## src/rtl/calc1_port_scheduler_if.sv

```systemverilog
// rtl/calc1_port_scheduler_if.sv - ALU request/response channel shared by the calc1 requester ports
interface calc1_port_scheduler_if #(
    parameter int DATA_W = 32
);
    logic              alu_req_valid;
    logic              alu_req_ready;
    logic [3:0]        alu_cmd;
    logic [DATA_W-1:0] alu_op1;
    logic [DATA_W-1:0] alu_op2;
    logic [2:0]        alu_tag;
    logic              alu_rsp_valid;
    logic [2:0]        alu_rsp_tag;
    logic [1:0]        alu_rsp_resp;
    logic [DATA_W-1:0] alu_rsp_data;

    modport master (
        output alu_req_valid, alu_cmd, alu_op1, alu_op2, alu_tag,
        input  alu_req_ready, alu_rsp_valid, alu_rsp_tag, alu_rsp_resp, alu_rsp_data
    );

    modport slave (
        input  alu_req_valid, alu_cmd, alu_op1, alu_op2, alu_tag,
        output alu_req_ready, alu_rsp_valid, alu_rsp_tag, alu_rsp_resp, alu_rsp_data
    );
endinterface

```

## src/rtl/calc1_port_scheduler.sv

```systemverilog
// rtl/calc1_port_scheduler.sv - four-port round-robin front end sharing one calc1 ALU
module calc1_port_scheduler #(
    parameter int DATA_W  = 32,
    parameter int TIMEOUT = 64
) (
    input  logic                  c_clk,
    input  logic                  reset,
    input  logic [3:0]            req_cmd_in1,
    input  logic [3:0]            req_cmd_in2,
    input  logic [3:0]            req_cmd_in3,
    input  logic [3:0]            req_cmd_in4,
    input  logic [DATA_W-1:0]     req_data_in1,
    input  logic [DATA_W-1:0]     req_data_in2,
    input  logic [DATA_W-1:0]     req_data_in3,
    input  logic [DATA_W-1:0]     req_data_in4,
    output logic [1:0]            out_resp1,
    output logic [1:0]            out_resp2,
    output logic [1:0]            out_resp3,
    output logic [1:0]            out_resp4,
    output logic [DATA_W-1:0]     out_data1,
    output logic [DATA_W-1:0]     out_data2,
    output logic [DATA_W-1:0]     out_data3,
    output logic [DATA_W-1:0]     out_data4,
    calc1_port_scheduler_if.master alu
);
    localparam int CNT_W = $clog2(TIMEOUT + 1);

    typedef enum logic [1:0] {P_IDLE, P_OP2, P_PEND} pstate_t;
    typedef enum logic [1:0] {A_IDLE, A_ISSUE, A_WAIT} astate_t;

    logic [3:0]        cmd_in  [4];
    logic [DATA_W-1:0] data_in [4];
    pstate_t           p_state [4];
    pstate_t           p_next  [4];
    logic              capture [4];
    logic [3:0]        cmd_q   [4];
    logic [DATA_W-1:0] op1_q   [4];
    logic [DATA_W-1:0] op2_q   [4];
    logic [1:0]        resp_q  [4];
    logic [1:0]        resp_d  [4];
    logic [DATA_W-1:0] rdata_q [4];
    logic [DATA_W-1:0] rdata_d [4];
    astate_t           a_state, a_next;
    logic [1:0]        rr_ptr, grant_q, pick;
    logic              pick_ok, gen, rsp_hit, expire, done;
    logic [CNT_W-1:0]  cnt;

    function automatic logic valid_cmd(input logic [3:0] c);
        return (c == 4'd1) || (c == 4'd2) || (c == 4'd5) || (c == 4'd6);
    endfunction

    assign cmd_in[0]  = req_cmd_in1;
    assign cmd_in[1]  = req_cmd_in2;
    assign cmd_in[2]  = req_cmd_in3;
    assign cmd_in[3]  = req_cmd_in4;
    assign data_in[0] = req_data_in1;
    assign data_in[1] = req_data_in2;
    assign data_in[2] = req_data_in3;
    assign data_in[3] = req_data_in4;
    assign out_resp1  = resp_q[0];
    assign out_resp2  = resp_q[1];
    assign out_resp3  = resp_q[2];
    assign out_resp4  = resp_q[3];
    assign out_data1  = rdata_q[0];
    assign out_data2  = rdata_q[1];
    assign out_data3  = rdata_q[2];
    assign out_data4  = rdata_q[3];

    assign rsp_hit = (a_state == A_WAIT) && alu.alu_rsp_valid && (alu.alu_rsp_tag == alu.alu_tag);
    assign expire  = (a_state == A_WAIT) && (cnt == CNT_W'(TIMEOUT - 1));
    assign done    = rsp_hit || expire;
    assign alu.alu_req_valid = (a_state == A_ISSUE);

    // Walk downward so the pending port closest to the pointer is the last (winning) match.
    always_comb begin
        pick    = rr_ptr;
        pick_ok = 1'b0;
        for (int i = 3; i >= 0; i--) begin
            if (p_state[rr_ptr + 2'(i)] == P_PEND) begin
                pick    = rr_ptr + 2'(i);
                pick_ok = 1'b1;
            end
        end
    end

    always_ff @(posedge c_clk or posedge reset) begin
        if (reset) begin
            a_state <= A_IDLE;
            for (int i = 0; i < 4; i++) p_state[i] <= P_IDLE;
        end else begin
            a_state <= a_next;
            for (int i = 0; i < 4; i++) p_state[i] <= p_next[i];
        end
    end

    // A port still showing a response this cycle is treated as busy.
    always_comb begin
        for (int i = 0; i < 4; i++) begin
            capture[i] = (p_state[i] == P_IDLE) && (cmd_in[i] != 4'd0) && (resp_q[i] == 2'b00);
            p_next[i]  = p_state[i];
            case (p_state[i])
                P_IDLE:  if (capture[i]) p_next[i] = P_OP2;
                P_OP2:   p_next[i] = valid_cmd(cmd_q[i]) ? P_PEND : P_IDLE;
                P_PEND:  if (done && (grant_q == 2'(i))) p_next[i] = P_IDLE;
                default: p_next[i] = P_IDLE;
            endcase
        end
        a_next = a_state;
        case (a_state)
            A_IDLE:  if (pick_ok) a_next = A_ISSUE;
            A_ISSUE: if (alu.alu_req_ready) a_next = A_WAIT;
            A_WAIT:  if (done) a_next = A_IDLE;
            default: a_next = A_IDLE;
        endcase
    end

    always_comb begin
        for (int i = 0; i < 4; i++) begin
            resp_d[i]  = 2'b00;
            rdata_d[i] = '0;
            if ((p_state[i] == P_OP2) && !valid_cmd(cmd_q[i])) resp_d[i] = 2'b10;
            if (done && (grant_q == 2'(i))) begin
                resp_d[i]  = rsp_hit ? alu.alu_rsp_resp : 2'b10;
                rdata_d[i] = rsp_hit ? alu.alu_rsp_data : '0;
            end
        end
    end

    always_ff @(posedge c_clk or posedge reset) begin
        if (reset) begin
            for (int i = 0; i < 4; i++) begin
                cmd_q[i]   <= '0;
                op1_q[i]   <= '0;
                op2_q[i]   <= '0;
                resp_q[i]  <= '0;
                rdata_q[i] <= '0;
            end
            rr_ptr      <= '0;
            grant_q     <= '0;
            gen         <= 1'b0;
            cnt         <= '0;
            alu.alu_cmd <= '0;
            alu.alu_op1 <= '0;
            alu.alu_op2 <= '0;
            alu.alu_tag <= '0;
        end else begin
            for (int i = 0; i < 4; i++) begin
                if (capture[i]) begin
                    cmd_q[i] <= cmd_in[i];
                    op1_q[i] <= data_in[i];
                end
                if (p_state[i] == P_OP2) op2_q[i] <= data_in[i];
                resp_q[i]  <= resp_d[i];
                rdata_q[i] <= rdata_d[i];
            end
            case (a_state)
                A_IDLE: if (pick_ok) begin
                    grant_q     <= pick;
                    alu.alu_cmd <= cmd_q[pick];
                    alu.alu_op1 <= op1_q[pick];
                    alu.alu_op2 <= op2_q[pick];
                    alu.alu_tag <= {gen, pick};
                end
                A_ISSUE: if (alu.alu_req_ready) begin
                    rr_ptr <= grant_q + 2'd1;
                    gen    <= ~gen;
                    cnt    <= '0;
                end
                A_WAIT:  cnt <= cnt + 1'b1;
                default: ;
            endcase
        end
    end
endmodule

```

## src/flat_wrapper.sv

```systemverilog
// flat-port wrapper written by rule: the top's interface ports become plain ports
module calc1_port_scheduler_flat 
#(
    parameter int DATA_W  = 32,
    parameter int TIMEOUT = 64
)
  (c_clk, reset, req_cmd_in1, req_cmd_in2, req_cmd_in3, req_cmd_in4, req_data_in1, req_data_in2, req_data_in3, req_data_in4, out_resp1, out_resp2, out_resp3, out_resp4, out_data1, out_data2, out_data3, out_data4, alu_alu_req_valid, alu_alu_cmd, alu_alu_op1, alu_alu_op2, alu_alu_tag, alu_alu_req_ready, alu_alu_rsp_valid, alu_alu_rsp_tag, alu_alu_rsp_resp, alu_alu_rsp_data);
  calc1_port_scheduler_if #(.DATA_W(DATA_W)) alu_i ();
  input  logic c_clk;
  input  logic reset;
  input  logic [3:0] req_cmd_in1;
  input  logic [3:0] req_cmd_in2;
  input  logic [3:0] req_cmd_in3;
  input  logic [3:0] req_cmd_in4;
  input  logic [DATA_W-1:0] req_data_in1;
  input  logic [DATA_W-1:0] req_data_in2;
  input  logic [DATA_W-1:0] req_data_in3;
  input  logic [DATA_W-1:0] req_data_in4;
  output logic [1:0] out_resp1;
  output logic [1:0] out_resp2;
  output logic [1:0] out_resp3;
  output logic [1:0] out_resp4;
  output logic [DATA_W-1:0] out_data1;
  output logic [DATA_W-1:0] out_data2;
  output logic [DATA_W-1:0] out_data3;
  output logic [DATA_W-1:0] out_data4;
  output wire logic [$bits(alu_i.alu_req_valid)-1:0] alu_alu_req_valid;
  output wire logic [$bits(alu_i.alu_cmd)-1:0] alu_alu_cmd;
  output wire logic [$bits(alu_i.alu_op1)-1:0] alu_alu_op1;
  output wire logic [$bits(alu_i.alu_op2)-1:0] alu_alu_op2;
  output wire logic [$bits(alu_i.alu_tag)-1:0] alu_alu_tag;
  input wire logic [$bits(alu_i.alu_req_ready)-1:0] alu_alu_req_ready;
  input wire logic [$bits(alu_i.alu_rsp_valid)-1:0] alu_alu_rsp_valid;
  input wire logic [$bits(alu_i.alu_rsp_tag)-1:0] alu_alu_rsp_tag;
  input wire logic [$bits(alu_i.alu_rsp_resp)-1:0] alu_alu_rsp_resp;
  input wire logic [$bits(alu_i.alu_rsp_data)-1:0] alu_alu_rsp_data;
  assign alu_alu_req_valid = alu_i.alu_req_valid;
  assign alu_alu_cmd = alu_i.alu_cmd;
  assign alu_alu_op1 = alu_i.alu_op1;
  assign alu_alu_op2 = alu_i.alu_op2;
  assign alu_alu_tag = alu_i.alu_tag;
  assign alu_i.alu_req_ready = alu_alu_req_ready;
  assign alu_i.alu_rsp_valid = alu_alu_rsp_valid;
  assign alu_i.alu_rsp_tag = alu_alu_rsp_tag;
  assign alu_i.alu_rsp_resp = alu_alu_rsp_resp;
  assign alu_i.alu_rsp_data = alu_alu_rsp_data;
  calc1_port_scheduler #(.DATA_W(DATA_W), .TIMEOUT(TIMEOUT)) u_core (.c_clk(c_clk), .reset(reset), .req_cmd_in1(req_cmd_in1), .req_cmd_in2(req_cmd_in2), .req_cmd_in3(req_cmd_in3), .req_cmd_in4(req_cmd_in4), .req_data_in1(req_data_in1), .req_data_in2(req_data_in2), .req_data_in3(req_data_in3), .req_data_in4(req_data_in4), .out_resp1(out_resp1), .out_resp2(out_resp2), .out_resp3(out_resp3), .out_resp4(out_resp4), .out_data1(out_data1), .out_data2(out_data2), .out_data3(out_data3), .out_data4(out_data4), .alu(alu_i));
endmodule
```

## config.mk

```make
export PLATFORM = sky130hd
export DESIGN_NAME = calc1_port_scheduler_flat
export DESIGN_NICKNAME = d
export VERILOG_FILES = /design/src/rtl/calc1_port_scheduler_if.sv /design/src/rtl/calc1_port_scheduler.sv /design/src/flat_wrapper.sv
export SDC_FILE = /design/constraint.sdc
export NUM_CORES = 1
export LEC_CHECK = 0
export ABC_CLOCK_PERIOD_IN_PS = 17800
export BUFFER_PORTS_ARGS = -buffer_cell sky130_fd_sc_hd__buf_2
export CORE_MARGIN = 5
export CORE_UTILIZATION = 40
export DETAILED_ROUTE_END_ITERATION = 8
export GPL_TIMING_DRIVEN = 0
export PLACE_DENSITY_LB_ADDON = 0.1
export SYNTH_ARGS = -nofsm -noshare
export SYNTH_HDL_FRONTEND = slang
export SYNTH_SLANG_ARGS = --single-unit
```

## constraint.sdc

```tcl
create_clock -name c_clk -period 17.8 [get_ports c_clk]
set_clock_uncertainty 0.1 [all_clocks]
set_input_delay 0 -clock c_clk [delete_from_list [all_inputs] [get_ports c_clk]]
set_output_delay 0 -clock c_clk [all_outputs]
set_load 0.02 [all_outputs]
```

# --- After elaboration in Yosys (flattened, before gate mapping) ---
# Cells that the tools add are included.
word_totals:
  register_bits: 501
  latchBits: 0
  ram_bits: 0
  rom_bits: 0
  in_bits: 185
  out_inout_bits: 208
  wordCells: 219
  n_memories: 0
classes:
  n_addsub: 5
  n_mul: 0
  div_mod_pow: 0
  n_lt_le_gt_ge: 5
  n_eq_ne: 46
  n_shift: 0
  n_mux: 65
  bitwise_logic: 6
  n_reduce_logical: 59
op_table:
  columns: ["cell", "count"]
  rows:
  - ["2-to-1 mux 32 bit", 9]
  - ["binary-select mux 32 bit (select 2 bit)", 2]
  - ["2-to-1 mux 2 bit", 36]
  - ["== test 4 x 3 -> 1 bit, second input constant", 8]
  - ["case mux 2 bit (3 select lines)", 5]
  - ["== test 2 bit, second input constant", 11]
  - ["inequality test 2 x 1 -> 1 bit, second input constant", 11]
  - ["logical NOT 2 bit", 10]
  - ["logical AND 1 bit", 19]
  - ["binary-select mux 2 bit (select 2 bit)", 4]
  - ["== test 4 x 1 -> 1 bit, second input constant", 4]
  - ["== test 4 x 2 -> 1 bit, second input constant", 4]
  - ["nonzero test 4 bit", 4]
  - ["greater-or-equal comparator 3 bit, second input constant", 5]
  - ["inverter 2 -> 3 bit", 5]
  - ["case mux 7 bit (2 select lines)", 1]
  - ["AND reduction 2 bit", 7]
  - ["logical OR 1 bit", 13]
  - ["== test 2 x 1 -> 1 bit, second input constant", 6]
  - ["binary-select mux 4 bit (select 2 bit)", 1]
  - ["2-to-1 mux 4 bit", 2]
  - ["adder 7 x 1 -> 7 bit, second input constant", 1]
  - ["== test 7 x 6 -> 1 bit, second input constant", 1]
  - ["2-to-1 mux 7 bit", 1]
  - ["8 further kinds", 16]

# --- Depth between registers and ports, before layout ---
logic_depth:
  ltp_word: 14
  ltp_mapped: 9
  ltp_nobuf: 6

# --- Worst setup path after synthesis ---
# No wires, ideal clock.
synth_path:
  path_kind: "register -> register"
  start: "register u_core.p_state[0] (netlist name)"
  end: "register u_core.alu.alu_cmd[0]"
  setup_ns: 0.126
  arrival_ns: 1.816
  required_ns: 17.574
  slack_ns: 15.758
  path_stages_with_launch: 10
  n_path_buf: 3
  synth_period_minus_slack_ns: 2.042
  path_cell_list: "dfrtp_1 -> nor2b_4 -> nor2_1 -> a2111o_1 -> a21bo_1 -> buf_2 -> buf_6 -> buf_6 -> a211oi_1 -> nor3_1"
synth_via:
  elab_chain_len: 12
  word_cells_on_any_way: 29
  classes_between: "4 x eq/ne; 23 x mux; 1 x bitwise; 1 x reduce/logical"
synth_rtl:
  columns: ["item", "line", "source"]
  rows:
  - ["start, declared", "calc1_port_scheduler.sv:33", "pstate_t p_state [4];"]
  - ["binary-select mux 2 bit (select 2 bit)", "calc1_port_scheduler.sv:79", "if (p_state[rr_ptr + 2'(i)] == P_PEND) begin"]
  - ["2-to-1 mux 2 bit (not written as such) (2 in series)", "calc1_port_scheduler.sv:79", null]
  - ["== test 2 bit", "calc1_port_scheduler.sv:79", null]
  - ["2-to-1 mux 2 bit (4 in series)", "calc1_port_scheduler.sv:79", null]
  - ["inverter 2 -> 3 bit (not written as such)", "calc1_port_scheduler.sv:159", "alu.alu_cmd <= cmd_q[pick];"]
  - ["binary-select mux 4 bit (select 2 bit)", "calc1_port_scheduler.sv:159", null]
  - ["2-to-1 mux 4 bit (not written as such) (2 in series)", "calc1_port_scheduler.sv:159", null]
  - ["end signal, assigned", "calc1_port_scheduler.sv:159", null]
  - ["end, declared", "calc1_port_scheduler_if.sv:17", "output alu_req_valid, alu_cmd, alu_op1, alu_op2, alu_tag,"]
# Several ways; a longest one is shown, not always the timed one. The select of a mux whose other input is x is not followed.
# A chain may end at the register's enable or synchronous reset.

# --- Final worst setup path ---
layout_path:
  start: "register u_core.p_state[5] (netlist name)"
  end: "register u_core.op1_q[94] (netlist name)"
layout_via:
  elab_chain_len: 3
layout_rtl:
  columns: ["item", "line", "source"]
  rows:
  - ["logical NOT 2 bit", "calc1_port_scheduler.sv:99", "capture[i] = (p_state[i] == P_IDLE) && (cmd_in[i] != 4'd0) && (resp_q[i] == 2'b00);"]
  - ["logical AND 1 bit (2 in series)", "calc1_port_scheduler.sv:99", null]
  - ["end signal, assigned by index", "calc1_port_scheduler.sv:150", "op1_q[i] <= data_in[i];"]
  - ["end, declared", "calc1_port_scheduler.sv:37", "logic [DATA_W-1:0] op1_q [4];"]
# No other way between the ends.

==> impl_metrics.json <==
{
  "area_growth_pct": 34.6,
  "start_util_pct": 40.3,
  "clock.fmax_mhz": 299,
  "report.final.slew_viol_count": 0,
  "fin_crit_ns": 3.35,
  "root_buffer": "clkbuf_16",
  "post_drt_wl_per_cell_microns": 22.2,
  "critPathRequiredTime_ns": 18.24,
  "critPathKind": "reg2reg",
  "final_util_pct": 54.3,
  "cp-start-kind": "flop",
  "wirelength_microns": 71200,
  "arrival_ns": 3.79,
  "p_comb_share_pct": 41.7,
  "seq_power_share_pct": 35.0,
  "dp_hpwl_microns": 50900,
  "grt_pass1_vias": 17000,
  "synth_nets": 2014,
  "final-hold-violation-count": 0,
  "dp_cells": 2892,
  "design.core.area_sq_mm": 0.0500,
  "drt_iter0_markers": 1202,
  "power_density_mw_per_mm2": 190,
  "port-buffer-count": 392,
  "path_cells": "nor4_1 > o41ai_2 > inv_1 > nand2_1 > dlygate4sd3_1 > nand2_1 > dlygate4sd3_1",
  "yosysWarnings": 0,
  "ys.flop_type": "dfrtp_1",
  "avgSynthCellArea_sq_um": 11.1,
  "synth-edff-count": 0,
  "synth.distinct_cells": 39,
  "critPathTopFamily": "buffers and inverters",
  "grt-ovfl-total": 0,
  "tightest_slew_ns": 1.24,
  "grt_max_degree": 128,
  "p_int_mw": 3.10,
  "drv_cap": 0,
  "cp_max_fo": 10,
  "final_cells": 3206,
  "die_x_microns": 234,
  "setup-tns-final_ns": 0,
  "die_h_microns": 234,
  "dieArea_sq_mm": 0.0550,
  "numCtsBuffers": 54,
  "async_flop_share_pct": 100,
  "clk_pin_slew_ns": 0.06,
  "antenna_left": 0,
  "grt_pass1_wl_microns": 106000,
  "setup_violations": 0,
  "yosysSeqAreaShare_pct": 62.0,
  "grt_use_total_pct": 25.5,
  "finalCritPeriodShare_pct": 18.8,
  "path_buf_inv": 3,
  "cp-end-kind": "flop",
  "ctsResizeCount": 0,
  "syn_area_sq_mm": 0.0202,
  "nNetsFinal": 2676,
  "synth_top_area_cell": "dfrtp_1",
  "drc": 0,
  "p_total_mw": 5.16,
  "rows": 82,
  "synth_top_cell_area_share_pct": 62.0,
  "io_pins": 393,
  "cts_setup_buffers": 0,
  "rsz0062_at_grt": "false",
  "ys_ff_latch": 499,
  "slew-limit-headroom_pct": 16.1,
  "slowest_stage": "nor4_1",
  "via_count": 16700,
  "power_switching_mw": 2.06,
  "dr.pass1.iters": 5,
  "clkPwrFrac_pct": 23.3,
  "drive_gt1_share_pct": 25.7,
  "peakVddDrop_mv": 0.113,
  "n_fill_cell": 4500,
  "synth_area_leaders": "dfrtp_1, and3_1, nand2_1",
  "outcome": "completed",
  "vias_per_cell": 5.21,
  "cts_max_path_buffers": 3,
  "clock_latency_ns": 0.61,
  "hold_path.class": "in2reg",
  "synthCells": 1824,
  "cpPeakStageDelay_ns": 0.78,
  "antenna_found_initial": 2,
  "leakage_nw": 14.0,
  "cts_tree": "built",
  "sw_frac_of_total_pct": 40.0,
  "h-tree-depth": 2,
  "gp_congestion": 0.841,
  "cts_sinks": 499
}
## state kept, by name, indices dropped and copies added (netlist names)
register            cells
u_core.out_data4       32
u_core.out_resp3        2
u_core.rr_ptr           2
u_core.out_resp4        2
u_core.grant_q          1
u_core.alu.alu_cmd      4
u_core.op1_q          128
u_core.op2_q          128
u_core.alu.alu_op1     32
u_core.cmd_q           16
u_core.a_state          2
u_core.out_resp1        2
u_core.p_state          8
u_core.alu.alu_tag      2
u_core.out_data3       32
u_core.out_data2       32
u_core.out_data1       32
u_core.out_resp2        2
u_core.cnt              7
u_core.gen              1
u_core.alu.alu_op2     32
## area by class of cell
class	count	area (sq um)	area share (%)
Clock buffer	82	1630	6.00
Buffer	135	551	2.03
Sequential cell	499	12500	46.0
Inverter	10	45.0	0.166
Multi-Input combinational cell	1180	7090	26.1
Clock inverter	20	298	1.10
Timing Repair Buffer	606	4170	15.4
Tap cell	672	841	3.10
Antenna cell	2	5.00	0.0185
## per-layer routing
layer / vias to the layer above / wire, microns / global-route usage (%)
met2: 483 / 34800 / 42.4
met1: 8464 / 30800 / 35.2
met5: - / 21 / 0
met3: 100 / 3980 / 4.46
met4: 4 / 1540 / 5.97
li1: 7655 / - / -
## worst paths after layout
path / start / end / slack (ns) / depth (start not counted)
max: u_core.p_state[5] / u_core.op1_q[94] / 14.45 / 7
min: req_data_in2[5] / u_core.op1_q[69] / 0.04 / 4
max reg2reg: u_core.p_state[5] / u_core.op1_q[94] / 14.45 / 7
min reg2reg: u_core.op1_q[12] / u_core.op1_q[12] / 0.37 / 2
max in group asynchronous: reset / u_core.alu.alu_op2[7] / 14.69 / 8
min in group asynchronous: reset / u_core.out_data1[18] / 0.54 / 4
## cell usage in the layout, fill, tap and decap left out, drive strengths merged
cell type / count
clkinv: 13
nor4: 5
o21ai: 8
inv: 10
a2111o: 1
mux2: 130
a31oi: 1
nor2b: 3
xnor2: 6
nand3: 7
nor2: 79
o21bai: 3
a22oi: 5
diode: 2
a22o: 16
o211ai: 1
and2b: 2
a21oi: 8
dfrtp: 499
a311oi: 2
nand2b: 6
clkbuf: 189
o22ai: 2
nand2: 394
nand4: 1
xor2: 3
ha: 5
dlygate4sd3: 210
a211oi: 137
nor3: 76
bufinv: 7
and3: 268
or2: 1
o41ai: 4
a21bo: 1
a21o: 5
buf: 424
## worst reg2reg max path, delay by kind of cell, from the launching register on
| family | cells | cell delay (ns) |
|---|---|---|
| DFF | 1 | 0.40 |
| AOI/OAI and AO/OA | 1 | 0.46 |
| and+or+nand+nor | 3 | 0.92 |
| buffers and inverters | 3 | 1.40 |
## cells in the mapped netlist, types with 5 or more instances
cell type and number:
nand2_1 394, o21ai_0 7, a22o_1 16, dfrtp_1 499, clkbuf_1 107, a21o_1 5
ha_1 5, nor4_1 5, nor2_1 79, a211oi_1 137, inv_1 10, nand3_1 7
mux2_2 130, and3_1 268, a22oi_1 5, a21oi_1 8, nand2b_1 5, nor3_1 76
buf_2 23, xnor2_1 6
## power by group through the flow
stage                     combinational (mW)  sequential (mW)  clock [mW]
after global routing                    2.35             1.85        1.27
final                                   2.15             1.81        1.20
after global placement                  2.03             1.81           0
after CTS                               2.16             1.80        1.23
after detailed placement                2.06             1.82           0
after floorplan                         1.25             1.86           0
## logic make-up (layout without fill, tap and decap cells)
group	count (synthesis)	in the layout	share of synthesized area [%]
compound gates	194	194	7.36
xor+xnor	9	9	0.391
fa+ha+maj	5	5	0.310
buf+inv	145	853	2.92
flops	499	499	62.0
mux	130	130	7.26
other cells	0	2	0
simple gates	842	842	19.8
## metrics by stage
step	hold slack [ns]	cell area [sq um]	worst slack, ns
floorplan	-0.0134	20200	3.77
global placement	0.107	23000	-1.88
detailed placement	0.0227	23100	14.67
CTS	0.00785	27100	14.50
global route	0.0356	27100	14.12
finish	0.0400	27100	14.45
## repair_timing
| action | in CTS | in global routing |
|---|---|---|
| hold endpoints to repair | 598 | 0 |
| setup endpoints to repair | 0 | 0 |
| hold buffers | 210 | 0 |
Power figures use the tool's default switching activity.
